[src/rtl/multi_pulse_generator_pkg.sv]
// multi_pulse_generator_pkg: shared state type and window-sum width helper
package multi_pulse_generator_pkg;
  typedef enum logic {IDLE, RUN} state_t;
  function automatic int sum_w(input int dly_w, input int wid_w);
    return (dly_w > wid_w ? dly_w : wid_w) + 1;
  endfunction
  localparam int SUM_W = sum_w(8, 4);
endpackage

[src/rtl/multi_pulse_generator_if.sv]
// multi_pulse_generator_if: trigger, configuration and pulse output bundle
interface multi_pulse_generator_if #(
  parameter int N_CH  = 2,
  parameter int DLY_W = 8,
  parameter int WID_W = 4,
  parameter int REP_W = 8,
  parameter int PER_W = 16
);
  logic                    trigger;
  logic                    enable;
  logic                    retrig_en;
  logic [N_CH*DLY_W-1:0]   delay;
  logic [N_CH*WID_W-1:0]   width;
  logic [REP_W-1:0]        rep_count;
  logic [PER_W-1:0]        period;
  logic [N_CH-1:0]         pulse;
  logic                    busy;
  logic                    done;
  logic                    trig_overrun;
  modport master (
    output trigger, enable, retrig_en, delay, width, rep_count, period,
    input  pulse, busy, done, trig_overrun
  );
  modport slave (
    input  trigger, enable, retrig_en, delay, width, rep_count, period,
    output pulse, busy, done, trig_overrun
  );
endinterface

[src/rtl/multi_pulse_generator_pulse_window_cmp.sv]
// pulse_window_cmp: tests delay <= t < delay + width at a width that cannot wrap
module pulse_window_cmp
  import multi_pulse_generator_pkg::*;
#(
  parameter int PER_W = 16,
  parameter int DLY_W = 8,
  parameter int WID_W = 4,
  parameter int SW    = SUM_W
) (
  input  logic [PER_W-1:0] t,
  input  logic [DLY_W-1:0] delay_i,
  input  logic [WID_W-1:0] width_i,
  output logic             in_window
);
  localparam int CW = PER_W > SW ? PER_W : SW;
  logic [SW-1:0] win_end;
  logic [CW-1:0] tw;
  // window end is one bit wider than either operand so it never overflows
  always_comb begin
    win_end   = SW'(delay_i) + SW'(width_i);
    tw        = CW'(t);
    in_window = (width_i != '0) && (tw >= CW'(delay_i)) && (tw < CW'(win_end));
  end
endmodule

[src/rtl/multi_pulse_generator.sv]
// multi_pulse_generator: triggered bursts of per-channel delayed pulses
module multi_pulse_generator
  import multi_pulse_generator_pkg::*;
#(
  parameter int N_CH  = 2,
  parameter int DLY_W = 8,
  parameter int WID_W = 4,
  parameter int REP_W = 8,
  parameter int PER_W = 16
) (
  input logic clk,
  input logic rst,
  multi_pulse_generator_if.slave bus
);
  localparam int SW = sum_w(DLY_W, WID_W);
  logic                  s1, s2, s3;
  logic                  trig_rise;
  state_t                state;
  logic [PER_W-1:0]      t;
  logic [REP_W-1:0]      rep;
  logic [N_CH*DLY_W-1:0] dly_s;
  logic [N_CH*WID_W-1:0] wid_s;
  logic [REP_W-1:0]      rep_s;
  logic [PER_W-1:0]      per_s;
  logic [PER_W-1:0]      last_t;
  logic [REP_W-1:0]      last_rep;
  logic [N_CH-1:0]       in_win;
  assign trig_rise = s1 & s2 & ~s3;
  assign last_t    = per_s == '0 ? '0 : per_s - 1'b1;
  assign last_rep  = rep_s == '0 ? '0 : rep_s - 1'b1;
  assign bus.busy  = state == RUN;
  for (genvar i = 0; i < N_CH; i++) begin : g_cmp
    pulse_window_cmp #(.PER_W(PER_W), .DLY_W(DLY_W), .WID_W(WID_W), .SW(SW)) u_cmp (
      .t        (t),
      .delay_i  (dly_s[i*DLY_W +: DLY_W]),
      .width_i  (wid_s[i*WID_W +: WID_W]),
      .in_window(in_win[i])
    );
  end
  // three-flop trigger synchroniser; a rise needs two consecutive high samples
  always_ff @(posedge clk or posedge rst) begin
    if (rst) begin
      s1 <= 1'b0;
      s2 <= 1'b0;
      s3 <= 1'b0;
    end else begin
      s1 <= bus.trigger;
      s2 <= s1;
      s3 <= s2;
    end
  end
  // sequence FSM: enable abort, then (re)start, then burst/period counting
  always_ff @(posedge clk or posedge rst) begin
    if (rst) begin
      state            <= IDLE;
      t                <= '0;
      rep              <= '0;
      dly_s            <= '0;
      wid_s            <= '0;
      rep_s            <= '0;
      per_s            <= '0;
      bus.pulse        <= '0;
      bus.done         <= 1'b0;
      bus.trig_overrun <= 1'b0;
    end else begin
      bus.done         <= 1'b0;
      bus.trig_overrun <= 1'b0;
      bus.pulse        <= state == RUN ? in_win : '0;
      if (state == RUN && !bus.enable) begin
        state <= IDLE;
      end else if (trig_rise && bus.enable && (state == IDLE || bus.retrig_en)) begin
        state <= RUN;
        t     <= '0;
        rep   <= '0;
        dly_s <= bus.delay;
        wid_s <= bus.width;
        rep_s <= bus.rep_count;
        per_s <= bus.period;
      end else if (state == RUN) begin
        bus.trig_overrun <= trig_rise;
        if (t != last_t) begin
          t <= t + 1'b1;
        end else if (rep != last_rep) begin
          t   <= '0;
          rep <= rep + 1'b1;
        end else begin
          state    <= IDLE;
          bus.done <= 1'b1;
        end
      end
    end
  end
endmodule

[src/flat_wrapper.sv]
// flat-port wrapper written by rule: the top's interface ports become plain ports
module multi_pulse_generator_flat import multi_pulse_generator_pkg::*;
#(
  parameter int N_CH  = 2,
  parameter int DLY_W = 8,
  parameter int WID_W = 4,
  parameter int REP_W = 8,
  parameter int PER_W = 16
)
  (clk, rst, bus_trigger, bus_enable, bus_retrig_en, bus_delay, bus_width, bus_rep_count, bus_period, bus_pulse, bus_busy, bus_done, bus_trig_overrun);
  multi_pulse_generator_if #(.N_CH(N_CH), .DLY_W(DLY_W), .WID_W(WID_W), .REP_W(REP_W), .PER_W(PER_W)) bus_i ();
  input logic clk;
  input logic rst;
  input wire logic [$bits(bus_i.trigger)-1:0] bus_trigger;
  input wire logic [$bits(bus_i.enable)-1:0] bus_enable;
  input wire logic [$bits(bus_i.retrig_en)-1:0] bus_retrig_en;
  input wire logic [$bits(bus_i.delay)-1:0] bus_delay;
  input wire logic [$bits(bus_i.width)-1:0] bus_width;
  input wire logic [$bits(bus_i.rep_count)-1:0] bus_rep_count;
  input wire logic [$bits(bus_i.period)-1:0] bus_period;
  output wire logic [$bits(bus_i.pulse)-1:0] bus_pulse;
  output wire logic [$bits(bus_i.busy)-1:0] bus_busy;
  output wire logic [$bits(bus_i.done)-1:0] bus_done;
  output wire logic [$bits(bus_i.trig_overrun)-1:0] bus_trig_overrun;
  assign bus_i.trigger = bus_trigger;
  assign bus_i.enable = bus_enable;
  assign bus_i.retrig_en = bus_retrig_en;
  assign bus_i.delay = bus_delay;
  assign bus_i.width = bus_width;
  assign bus_i.rep_count = bus_rep_count;
  assign bus_i.period = bus_period;
  assign bus_pulse = bus_i.pulse;
  assign bus_busy = bus_i.busy;
  assign bus_done = bus_i.done;
  assign bus_trig_overrun = bus_i.trig_overrun;
  multi_pulse_generator #(.N_CH(N_CH), .DLY_W(DLY_W), .WID_W(WID_W), .REP_W(REP_W), .PER_W(PER_W)) u_core (.clk(clk), .rst(rst), .bus(bus_i));
endmodule
[config.mk]
export PLATFORM = sky130hd
export DESIGN_NAME = multi_pulse_generator_flat
export DESIGN_NICKNAME = d
export VERILOG_FILES = /design/src/rtl/multi_pulse_generator_pkg.sv /design/src/rtl/multi_pulse_generator_if.sv /design/src/rtl/multi_pulse_generator_pulse_window_cmp.sv /design/src/rtl/multi_pulse_generator.sv /design/src/flat_wrapper.sv
export SDC_FILE = /design/constraint.sdc
export NUM_CORES = 1
export LEC_CHECK = 0
export ABC_AREA = 1
export CAP_MARGIN = 30
export CORE_AREA = 3 3 132 134
export DETAILED_ROUTE_END_ITERATION = 16
export DIE_AREA = 0 0 135 137
export SLEW_MARGIN = 0
export SYNTH_ARGS = -nofsm -noshare
export SYNTH_HDL_FRONTEND = slang
export SYNTH_SLANG_ARGS = --single-unit
[constraint.sdc]
create_clock -name clk -period 2.9 [get_ports clk]
set_input_delay 0.58 -clock clk [delete_from_list [all_inputs] [get_ports clk]]
set_output_delay 0.58 -clock clk [all_outputs]
set_load 0.02 [all_outputs]
# [Word-level counts from Yosys, hierarchy flattened]
# Index checks and enable logic that the tools add are counted.
[classes] bitwise_logic=5 muxes=24 eq_ne=3 shifts=0 n_div=0 reduce_logical=19 n_mul=0 add_sub_neg=6 n_lt_le_gt_ge=4
[ops] cell="$mux 16" n=5
[ops] cell="$mux 8" n=5
[ops] cell="$ge 16x8->1" n=2
[ops] cell="$lt 16x9->1" n=2
[ops] cell="$add 8x4->9" n=2
[ops] cell="$add 16x1->16 const B" n=1
[ops] cell="$logic_not 16->1" n=1
[ops] cell="$ne 16x16->1" n=1
[ops] cell="$sub 16x1->16 const B" n=1
[ops] cell="$mux 1" n=13
[ops] cell="$add 8x1->8 const B" n=1
[ops] cell="$logic_not 8->1" n=1
[ops] cell="$ne 8x8->1" n=1
[ops] cell="$reduce_bool 4->1" n=2
[ops] cell="$sub 8x1->8 const B" n=1
[ops] cell="$logic_and 1x1->1" n=7
[ops] cell="$reduce_and 4->1" n=1
[ops] cell="$reduce_bool 2->1" n=2
[ops] cell="$not 1->1" n=3
[ops] cell="$reduce_and 3->1" n=1
[ops] cell="$reduce_bool 3->1" n=1
[ops] cell="$and 1x1->1" n=2
[ops] cell="$mux 2" n=1
[ops] cell="$ne 2x1->1 const B" n=1
[ops] cell="3 further kinds" n=3
[totals] latch_bits=0 rom_bits=0 wordCells=74 memories=0 ff_bits=80 mem_bits_rw=0 inputBits=53 out_inout_bits=5

# [Depth between registers and ports, before layout]
# Gate-level depths: netlist of run 1.
[depth] ltp_word=8 depth_mapped=19

# [Cells and area by module]
# From an unflattened synthesis of run 1, not the netlist that was laid out.
[hier_totals] cells_unflattened=939 area_unflattened_um2=6294.8
[modules_own_cells] module="multi_pulse_generator" cells_per_inst=723 area_per_inst_um2=4953.5 n_inst=1
[modules_own_cells] module="pulse_window_cmp" cells_per_inst=108 area_per_inst_um2=670.6 n_inst=2

# [Worst setup path before layout of run 1]
# No wires, ideal clock.
[synth_timing] path_kind="reg2reg" start="register u_core.wid_s[4]" end="register u_core.bus.pulse[1]" arrival_time_ns=2.205 n_path_buf=0 setup_time_ns=0.120 required_time_ns=2.780 path_slack_ns=0.575 stages_incl_launch_ff=13 synth_period_minus_slack_ns=2.325 cell_sequence="dfrtp_1 ha_1 fa_1 a21oi_1 o21ai_0 nand2_1 nor2_1 xor2_1 ha_1 nand2_1 o21a_1 a21oi_1 nor2_1"
[synth_via] elab_chain_cells=4 elab_cells_between_ends=6
[synth_rtl] element="from (decl)" line="multi_pulse_generator.sv:22" source="logic [N_CH*WID_W-1:0] wid_s;"
[synth_rtl] element="from (signal assigned)" line="multi_pulse_generator.sv:76" source="wid_s <= bus.width;"
[synth_rtl] element="$add 8x4->9 or $reduce_bool 4->1 (tied branches)" line="multi_pulse_generator_pulse_window_cmp.sv:20, multi_pulse_generator_pulse_window_cmp.sv:22"
[synth_rtl] element="$lt 16x9->1 or $logic_and 1x1->1 (tied branches)" line="multi_pulse_generator_pulse_window_cmp.sv:22" source="in_window = (width_i != '0) && (tw >= CW'(delay_i)) && (tw < CW'(win_end));"
[synth_rtl] element="$logic_and 1x1->1 *" line="multi_pulse_generator_pulse_window_cmp.sv:22"
[synth_rtl] element="$mux 2 *" line="multi_pulse_generator.sv:68" source="bus.pulse <= state == RUN ? in_win : '0;"
[synth_rtl] element="to (signal assigned)" line="multi_pulse_generator.sv:68"
[synth_rtl] element="to (decl)" line="multi_pulse_generator_if.sv:26" source="output pulse, busy, done, trig_overrun"
# Mark *: on every way between the ends. The rest lies on a longest branch, timed or not.
# A chain may end at the register's enable or synchronous reset.

# [Worst setup path after layout of run 1]
[layout_timing] start="register u_core.per_s[0]" end="register u_core.rep[6]"
[layout_via] elab_chain_cells=5 elab_cells_between_ends=6
[layout_rtl] element="from (decl)" line="multi_pulse_generator.sv:24" source="logic [PER_W-1:0] per_s;"
[layout_rtl] element="from (signal assigned)" line="multi_pulse_generator.sv:78" source="per_s <= bus.period;"
[layout_rtl] element="$sub 16x1->16 or $logic_not 16->1 (tied branches)" line="multi_pulse_generator.sv:29" source="assign last_t = per_s == '0 ? '0 : per_s - 1'b1;"
[layout_rtl] element="$mux 16 *" line="multi_pulse_generator.sv:29"
[layout_rtl] element="$ne 16x16->1 *" line="multi_pulse_generator.sv:81" source="if (t != last_t) begin"
[layout_rtl] element="$ne 2x1->1 (no line) *"
[layout_rtl] element="$reduce_and 4->1 (no line) *"
[layout_rtl] element="to (signal assigned)" line="multi_pulse_generator.sv:85" source="rep <= rep + 1'b1;"
[layout_rtl] element="to (decl)" line="multi_pulse_generator.sv:20" source="logic [REP_W-1:0] rep;"
# Marks and branches as above.

==> summary.txt, run 1 <==
TritonCTS clock tree: built
total global routing overflow: 0
met1 usage: 23.2%
worst reg2reg path depth: 15
Final ANT Viol Nets: 0
total track usage: 16.2%
Register Area: 2000 um2
post-CTS setup buffers: 0
crit path kind: reg -> reg
layout cells sized above 1: 6.44%
number of synthesized register bits: 80
vias in the first global route: 4977
routed vias/inst: 4.81
Final GP Congestion: 0.857
total wire length: 14300 um
cts hold-fix bufs: 0
worst setup margin: 0.316 ns
total of max-cap violations: 0
Final Power: 4.28 mW
Post-Synthesis Cells: 816
Worst Setup End Kind: register
leak pwr: 3.34 nW
combinational share of power: 35.1%
H-tree depth: 3
1st-iter DRT viols: 300
die span in y: 137 um
register share of total power: 35.1%
distinct cell type count after synthesis: 37
fmax: 387 MHz
final setup TNS: 0 ns
Relative slew margins: 70.5%
RSZ-0062 raised after global routing: false
GR Layer Usage met2: 24.8%
io pins: 58
first-pass GRT wire length: 24200 um
Sw Ratio: 37.6%
ANT cells: 0
Finished Layout Cells: 1090
Critical Path RT: 3.14 ns
die area: 18500 um2
Clock Skew: 0.00528 ns
Yosys warnings: 0
fill cell count: 1663
Final Hold Viols: 0
multi-input logic area: 3440 um2
CTS Buf Count: 9
NumNets Final: 965
Max Slew Vio Count: 0
dpl ws: 0.117 ns
total vias in the final route: 5248
design area: 7060 um2
Reg2Reg Launch Point: u_core.per_s[0]$_DFFE_PP0P_
CTS max path bufs: 2
clock power share: 29.8%
Mapped Area: 5900 um2
sequential share of the synthesized area: 34.0%
Starting Density: 35.9%
Skew-Pair Late Insertion Delay: 0.36 ns
reg2reg end: u_core.rep[6]$_DFFE_PP0P_
Top FF cell, synth: dfrtp_1
Rows: 47
clk sink count: 80
most used routing layer: met2
maximum vdd drop: 0.000284 V
placed insts: 1073
Buffers on Ports: 57
Final min period: 2.58 ns
WHS: 0.381 ns
CTS clk-pin slew, worst paths: 0.06 ns
transition time of the tightest slew-check pin: 0.443 ns
CP Max Fanout: 16
Synth Net Count: 916
clk root buf: clkbuf_16
Reg2Reg Setup Slack: 0.32 ns
largest net degree at the start of global routing: 81
crit path from: u_core.per_s[0]$_DFFE_PP0P_
routed len/inst: 13.1 um
final setup fails: 0
post-synthesis average cell area: 7.23 um2
worst path arrival time: 2.82 ns
Placed Area: 6710 um2
Period Utilization, post-route: 89.1%
synthesis-to-layout area growth: 19.7%
PwrDens: 607 nW/um2
Post-synth EDFFs: 0
ys async rst share: 100%
Hold Crit Class: reg -> reg
Pre-Repair DR Iteration Count: 5
core footprint: 16400 um2
sw power: 1.61 mW
Startpoint Class: register
DRC violation count after routing: 0
initial antenna violation count: 0
Setup crit end: u_core.rep[6]$_DFFE_PP0P_
internal power: 2.67 mW
status: completed
M3 GR Usage: 2.28%
post-layout util: 43.0%
DP HPWL: 10700 um
die width: 135 um
-- cells in the mapped netlist (4+ instances only) --
master / n / area (um2)
a21boi_0: 5 / 37.5
a21oi_1: 20 / 100
buf_1: 5 / 18.8
buf_2: 4 / 20.0
clkbuf_1: 12 / 45.0
dfrtp_1: 80 / 2000
ha_1: 45 / 563
inv_1: 92 / 345
nand2_1: 246 / 923
nand2_2: 7 / 43.8
nand3_1: 69 / 345
nand3b_1: 11 / 82.6
nand4_1: 26 / 163
nor2_1: 43 / 161
nor2_2: 5 / 31.3
nor3_1: 8 / 40.0
nor4_1: 8 / 50.1
o21ai_0: 65 / 325
o21ai_2: 8 / 70.1
xor2_1: 28 / 245
-- state kept, by name, summed over array words and instances, names as in the netlist --
register	flops
u_core.bus.busy	1
u_core.bus.done	1
u_core.bus.pulse	2
u_core.bus.trig_overrun	1
u_core.dly_s	16
u_core.per_s	16
u_core.rep	8
u_core.rep_s	8
u_core.s1	1
u_core.s2	1
u_core.s3	1
u_core.t	16
u_core.wid_s	8
-- how the worst min path moves through the flow --
stage / from / end / cells past startpoint
floorplan: u_core.s2$_DFF_PP0_ / u_core.s3$_DFF_PP0_ / 0
global placement: u_core.s1$_DFF_PP0_ / u_core.s2$_DFF_PP0_ / 0
detailed placement: u_core.s2$_DFF_PP0_ / u_core.s3$_DFF_PP0_ / 0
CTS: u_core.s1$_DFF_PP0_ / u_core.s2$_DFF_PP0_ / 0
global route: u_core.s1$_DFF_PP0_ / u_core.s2$_DFF_PP0_ / 0
finish: u_core.s1$_DFF_PP0_ / u_core.s2$_DFF_PP0_ / 0
-- critical path, stage by stage (launching register included) --
cell and delay [ns]:
dfrtp_1 0.35, inv_1 0.16, ha_1 0.23, nand2_1 0.14
nor2_2 0.23, nand2_4 0.18, nand3_1 0.17, nand2_1 0.06
nand2_1 0.09, nand3_1 0.09, nor2_2 0.15, nand3_4 0.17
nand2_2 0.12, nand2_4 0.14, nand2_1 0.11, o21ai_2 0.05
-- per-layer routing --
layer / part of all wire, % / vias up
li1: - / 2774
met1: 51 / 2389
met2: 45 / 68
met3: 2.2 / 17
met4: 2.0 / 0
met5: 0 / -
-- cell families (layout without fill, tap and decap cells) --
group                    count (synthesis)  count (layout)  synth area share (%)
AO/OA/AOI/OAI                          107             107                  10.1
XOR/XNOR                                32              32                  4.88
adder cells (fa/ha/maj)                 47              47                  10.2
buffers and inverters                  118             171                  8.06
flip-flops                              80              80                  34.0
AND/OR/NAND/NOR                        432             433                  32.8
-- power groups by stage --
| stage | Combinational (mW) | Sequential, mW | Clock (mW) |
|---|---|---|---|
| 6_report | 1.50 | 1.50 | 1.28 |
| 3_5_place_dp | 1.50 | 1.52 | 0 |
| 5_1_grt | 1.78 | 1.53 | 1.35 |
| 2_1_floorplan | 1.15 | 1.45 | 0 |
| 3_3_place_gp | 1.48 | 1.52 | 0 |
| 4_1_cts | 1.51 | 1.50 | 1.31 |
-- layout by cell type (no fill, tap or decap), types with 4 or more instances in the layout --
| cell type | netlist | layout |
|---|---|---|
| nor2_1 | 43 | 41 |
| inv_1 | 92 | 90 |
| o21ai_0 | 65 | 64 |
| ha_1 | 45 | 45 |
| nor3_1 | 8 | 8 |
| clkbuf_16 | 0 | 9 |
| nor4_1 | 8 | 8 |
| nand4_1 | 26 | 26 |
| nand3_1 | 69 | 69 |
| buf_12 | 0 | 4 |
| o21ai_2 | 8 | 8 |
| nand3b_1 | 11 | 11 |
| nand2_2 | 7 | 7 |
| a21boi_0 | 5 | 5 |
| nand2_1 | 246 | 246 |
| xor2_1 | 28 | 28 |
| nor2_2 | 5 | 7 |
| dfrtp_1 | 80 | 80 |
| clkdlybuf4s50_1 | 0 | 57 |
| a21oi_1 | 20 | 19 |
-- area by class of cell --
type                       instances  area share (%)
timing repair buffer              63            9.43
multi-input combinational        619            48.8
clock inverter                     7            1.44
clock buffer                       9            3.19
tap                              220            3.90
inverter                          92            4.91
sequential                        80            28.4
-- what timing repair did --
| item | CTS | global route |
|---|---|---|
| hold endpoints to repair | 0 | 0 |
| gates resized for setup | 0 | 6 |
| setup endpoints to repair | 0 | 26 |
Power figures use the tool's default switching activity.
==> run 2: changes to the inputs <==
--- a/config.mk
+++ b/config.mk
@@ -11,4 +11,5 @@
 export DETAILED_ROUTE_END_ITERATION = 16
 export DIE_AREA = 0 0 135 137
+export SETUP_SLACK_MARGIN = 0.05
 export SLEW_MARGIN = 0
 export SYNTH_ARGS = -nofsm -noshare
==> constraint.sdc (replaced) <==
create_clock -name clk -period 2.9 [get_ports clk]
set_input_delay 0.29 -clock clk [delete_from_list [all_inputs] [get_ports clk]]
set_output_delay 0.29 -clock clk [all_outputs]
set_load 0.02 [all_outputs]
==> summary.txt, run 2 (synthesis gave the netlist of run 1 again) <==
WHS: 0.333 ns
RSZ-0062 raised after global routing: false
total of max-cap violations: 0
Reg2Reg Launch Point: u_core.wid_s[0]$_DFFE_PP0P_
Pre-Repair DR Iteration Count: 5
fmax: 384 MHz
placed insts: 1074
CTS Buf Count: 9
layout cells sized above 1: 6.32%
crit-path leading delay family: adder cells
die area: 18500 um2
die width: 135 um
Skew-Pair Late Insertion Delay: 0.35 ns
final setup fails: 0
Final min period: 2.60 ns
fill cell count: 1682
ANT cells: 0
Final ANT Viol Nets: 0
CTS clk-pin slew, worst paths: 0.06 ns
maximum vdd drop: 0.000248 V
DRC violation count after routing: 0
first-pass GRT wire length: 23800 um
dpl ws: 0.197 ns
Startpoint Class: register
PwrDens: 605 nW/um2
most frequent cells in the layout: 246 x nand2_1, 90 x inv_1, 80 x dfrtp_1
1st-iter DRT viols: 248
CP Max Fanout: 3
Worst path max stage delay: 0.41 ns
routed vias/inst: 4.84
Critical Path RT: 3.16 ns
worst reg2reg path depth: 13
die span in y: 137 um
Finished Layout Cells: 1090
crit path kind: reg -> reg
DP HPWL: 10800 um
io pins: 58
clk root buf: clkbuf_16
Relative slew margins: 56.2%
Hold Crit Class: in -> async
Max Slew Vio Count: 0
worst-path cell chain: ha_1 -> fa_1 -> a21oi_1 -> o21ai_0 -> nand2_1 -> nor2_1 -> xor2_1 -> ha_1 -> nand2_1 -> o21ai_1 -> a21oi_1 -> o21ai_0 -> a31oi_1
slowest CP cell: fa_1
total vias in the final route: 5272
worst setup margin: 0.299 ns
Worst Setup End Kind: register
transition time of the tightest slew-check pin: 0.656 ns
NumNets Final: 966
worst path arrival time: 2.86 ns
cts hold-fix bufs: 0
H-tree depth: 3
total wire length: 14200 um
Final Power: 4.27 mW
CTS max path bufs: 2
core footprint: 16400 um2
synthesis-to-layout area growth: 19.8%
TritonCTS clock tree: built
total track usage: 16.0%
Clock Skew: 0.00570 ns
initial antenna violation count: 0
Reg2Reg Setup Slack: 0.30 ns
Period Utilization, post-route: 89.7%
Largest regs: u_core.dly_s x16, u_core.per_s x16, u_core.t x16
largest net degree at the start of global routing: 55
reg2reg end: u_core.bus.pulse[0]$_DFF_PP0_
final setup TNS: 0 ns
Starting Density: 35.9%
Rows: 47
Final Hold Viols: 0
clk sink count: 80
worst path bufs/invs: 0
most common cell after layout, fill and taps aside: nand2_1
status: completed
total global routing overflow: 0
Final GP Congestion: 0.900
routed len/inst: 13.0 um
Buffers on Ports: 57
leak pwr: 3.36 nW
vias in the first global route: 4920
==> run 2: worst reg2reg max path: stages, from the launching register on <==
cell	delay, ns
dfrtp_1	0.40
ha_1	0.24
fa_1	0.41
a21oi_1	0.16
o21ai_0	0.13
nand2_1	0.09
nor2_1	0.06
xor2_1	0.15
ha_1	0.27
nand2_1	0.08
o21ai_1	0.09
a21oi_1	0.12
o21ai_0	0.10
a31oi_1	0.22
==> run 2: layout make-up <==
| class | instances | area [um2] | area share, % |
|---|---|---|---|
| flip-flops and latches | 80 | 2000 | 28.3 |
| well taps | 220 | 275 | 3.90 |
| clock buffers | 11 | 253 | 3.58 |
| inverters | 92 | 347 | 4.91 |
| repair buffers | 64 | 661 | 9.36 |
| clock inverters | 4 | 76.3 | 1.08 |
| multi-input cells | 619 | 3450 | 48.8 |
==> run 2: per-stage QoR <==
step           utilization (%)  instance area (um2)
3_3_place_gp              40.9                 6700
6_report                  43.0                 7060
5_1_grt                   43.0                 7060
2_1_floorplan                -                 5900
4_1_cts                   42.9                 7030
3_5_place_dp              40.9                 6700
==> run 2: worst max-delay path by stage <==
stage	slack (ns)	startpoint	to	cells after the start
floorplan	0.56	rst	u_core.bus.busy$_DFF_PP0_	1
global placement	0.28	u_core.per_s[0]$_DFFE_PP0P_	u_core.rep[4]$_DFFE_PP0P_	14
detailed placement	0.20	u_core.per_s[0]$_DFFE_PP0P_	u_core.rep[4]$_DFFE_PP0P_	15
CTS	0.17	u_core.per_s[0]$_DFFE_PP0P_	u_core.rep[4]$_DFFE_PP0P_	15
global route	0.08	u_core.per_s[0]$_DFFE_PP0P_	u_core.rep[5]$_DFFE_PP0P_	15
finish	0.30	u_core.wid_s[0]$_DFFE_PP0P_	u_core.bus.pulse[0]$_DFF_PP0_	13
==> run 2: power by group <==
| part | leakage [nW] | switching [mW] | total [mW] | internal (mW) |
|---|---|---|---|---|
| Sequential | 1.02 | 0.207 | 1.50 | 1.29 |
| Combinational | 2.18 | 0.882 | 1.50 | 0.619 |
| Clock | 0.158 | 0.475 | 1.27 | 0.799 |
| Total | 3.36 | 1.56 | 4.27 | 2.71 |
==> run 2: timing repair <==
action                                  in CTS  in global routing
endpoints found under the setup margin       0                 27
gates resized for setup                      0                  8
buffers inserted                             0                  0
==> run 2: layer usage <==
layer | global-route usage, % | up-vias | routed length, um
met5 | 0 | - | 0
met4 | 4.87 | 0 | 222
met3 | 2.94 | 18 | 455
met2 | 25.5 | 89 | 6410
met1 | 22.2 | 2388 | 7080
li1 | - | 2777 | -
==> run 3: changes to the inputs <==
- DONT_BUFFER_PORTS: not set -> 1
==> summary.txt, run 3 (synthesis gave the netlist of run 1 again) <==
Max Slew Vio Count: 0
multi-input logic area: 3440 um2
final setup TNS: 0 ns
routed vias/inst: 4.97
ANT cells: 0
post-CTS setup buffers: 0
Final GP Congestion: 0.869
Pre-Repair DR Iteration Count: 4
routed len/inst: 13.8 um
fmax: 396 MHz
Rows: 47
Relative slew margins: 43.7%
largest net degree at the start of global routing: 55
Startpoint Class: register
WHS: -0.0381 ns
die span in y: 137 um
core footprint: 16400 um2
clk root buf: clkbuf_16
Skew-Pair Late Insertion Delay: 0.35 ns
final setup fails: 0
CTS clk-pin slew, worst paths: 0.06 ns
CTS max path bufs: 2
die width: 135 um
failing checks: hold timing
DP HPWL: 10900 um
dpl ws: 0.286 ns
Buffers on Ports: 0
Critical Path RT: 3.12 ns
most frequent cells in the layout: 246 x nand2_1, 89 x inv_1, 80 x dfrtp_1
Period Utilization, post-route: 87.0%
Register Area: 2000 um2
vias in the first global route: 5000
io pins: 58
clk sink count: 80
status: finished, violations left
CTS Buf Count: 9
NumNets Final: 912
Hold Crit Class: in -> async
DRC violation count after routing: 0
Largest regs: u_core.dly_s x16, u_core.per_s x16, u_core.t x16
total wire length: 14300 um
worst path arrival time: 2.74 ns
initial antenna violation count: 0
most common cell after layout, fill and taps aside: nand2_1
TritonCTS clock tree: built
worst setup margin: 0.376 ns
Worst Setup End Kind: register
PwrDens: 644 nW/um2
crit path kind: reg -> reg
Starting Density: 35.9%
Final ANT Viol Nets: 0
1st-iter DRT viols: 253
CP Max Fanout: 3
transition time of the tightest slew-check pin: 0.844 ns
maximum vdd drop: 0.000313 V
die area: 18500 um2
RSZ-0062 raised after global routing: false
total vias in the final route: 5151
Final Hold Viols: 45
Clock Skew: 0.00804 ns
total of max-cap violations: 0
first-pass GRT wire length: 24200 um
leak pwr: 3.14 nW
synthesis-to-layout area growth: 9.80%
layout cells sized above 1: 6.74%
Reg2Reg Setup Slack: 0.38 ns
total global routing overflow: 0
total track usage: 16.3%
Final min period: 2.52 ns
fill cell count: 1707
H-tree depth: 3
==> run 3: changes by cell type in the layout (fill, tap and decap cells not counted), moves of 2 or more <==
cell | before | now
clkdlybuf4s50_1 | 57 | 0
buf_4 | 4 | 7
clkbuf_8 | 2 | 0
o21ai_0 | 63 | 65
o21ai_1 | 4 | 2
==> run 3: routing by layer <==
layer	global-route usage (%)	routed length, um	vias to the layer above
li1	-	-	2664
met1	22.2	6940	2399
met2	26.5	6590	72
met3	3.24	522	16
met4	4.70	204	0
met5	0	0	-
==> run 3: final cells by class <==
cell class / count / share of cell area (%)
multi-input combinational: 619 / 53.1
timing repair buffer: 10 / 1.58
inverter: 92 / 5.35
sequential: 80 / 30.9
tap: 220 / 4.25
clock buffer: 10 / 3.54
clock inverter: 5 / 1.26
==> run 3: critical path: stages (launching register included) <==
cell and delay, ns:
dfrtp_1 0.40, ha_1 0.24, fa_1 0.42, a21oi_1 0.16
o21ai_0 0.13, nand2_1 0.09, nor2_1 0.06, xor2_1 0.14
ha_1 0.27, nand2_1 0.06, o21ai_0 0.16, a21oi_1 0.06
o21ai_0 0.15, a31oi_1 0.06
==> run 3: path summary, 6_finish.rpt <==
path	startpoint	endpoint	depth (start not counted)
worst min register to register	u_core.s1$_DFF_PP0_	u_core.s2$_DFF_PP0_	0
worst max-delay path	u_core.wid_s[0]$_DFFE_PP0P_	u_core.bus.pulse[0]$_DFF_PP0_	13
worst max register to register	u_core.wid_s[0]$_DFFE_PP0P_	u_core.bus.pulse[0]$_DFF_PP0_	13
min in group clk	bus_delay[8]	u_core.dly_s[8]$_DFFE_PP0P_	2
max in group asynchronous	rst	u_core.wid_s[5]$_DFFE_PP0P_	2
worst min-delay path	rst	u_core.dly_s[10]$_DFFE_PP0P_	1
==> run 3: repair_timing <==
action	in CTS	in global routing
hold endpoints to repair	1	0
gates resized for setup	0	4
hold buffers	1	0
setup endpoints to repair	0	25
==> run 3: per-stage QoR <==
| step | cell area, um2 | total power, mW | cells | utilization [%] | hold WS [ns] |
|---|---|---|---|---|---|
| after global placement | 6130 | 2.95 | 1019 | 37.4 | 0.322 |
| after CTS | 6450 | 4.21 | 1035 | 39.3 | 0.00230 |
| after floorplan | 5900 | 2.60 | 816 | - | 0.321 |
| final | 6470 | 4.17 | 1036 | 39.5 | -0.0381 |
| after global routing | 6470 | 4.55 | 1036 | 39.5 | 0.0318 |
| after detailed placement | 6130 | 2.97 | 1019 | 37.4 | 0.322 |
==> run 3: power breakdown <==
part | internal, mW | total, mW | switching, mW
logic | 0.572 | 1.47 | 0.897
clock network | 0.751 | 1.22 | 0.467
registers | 1.29 | 1.48 | 0.194
total | 2.61 | 4.17 | 1.56
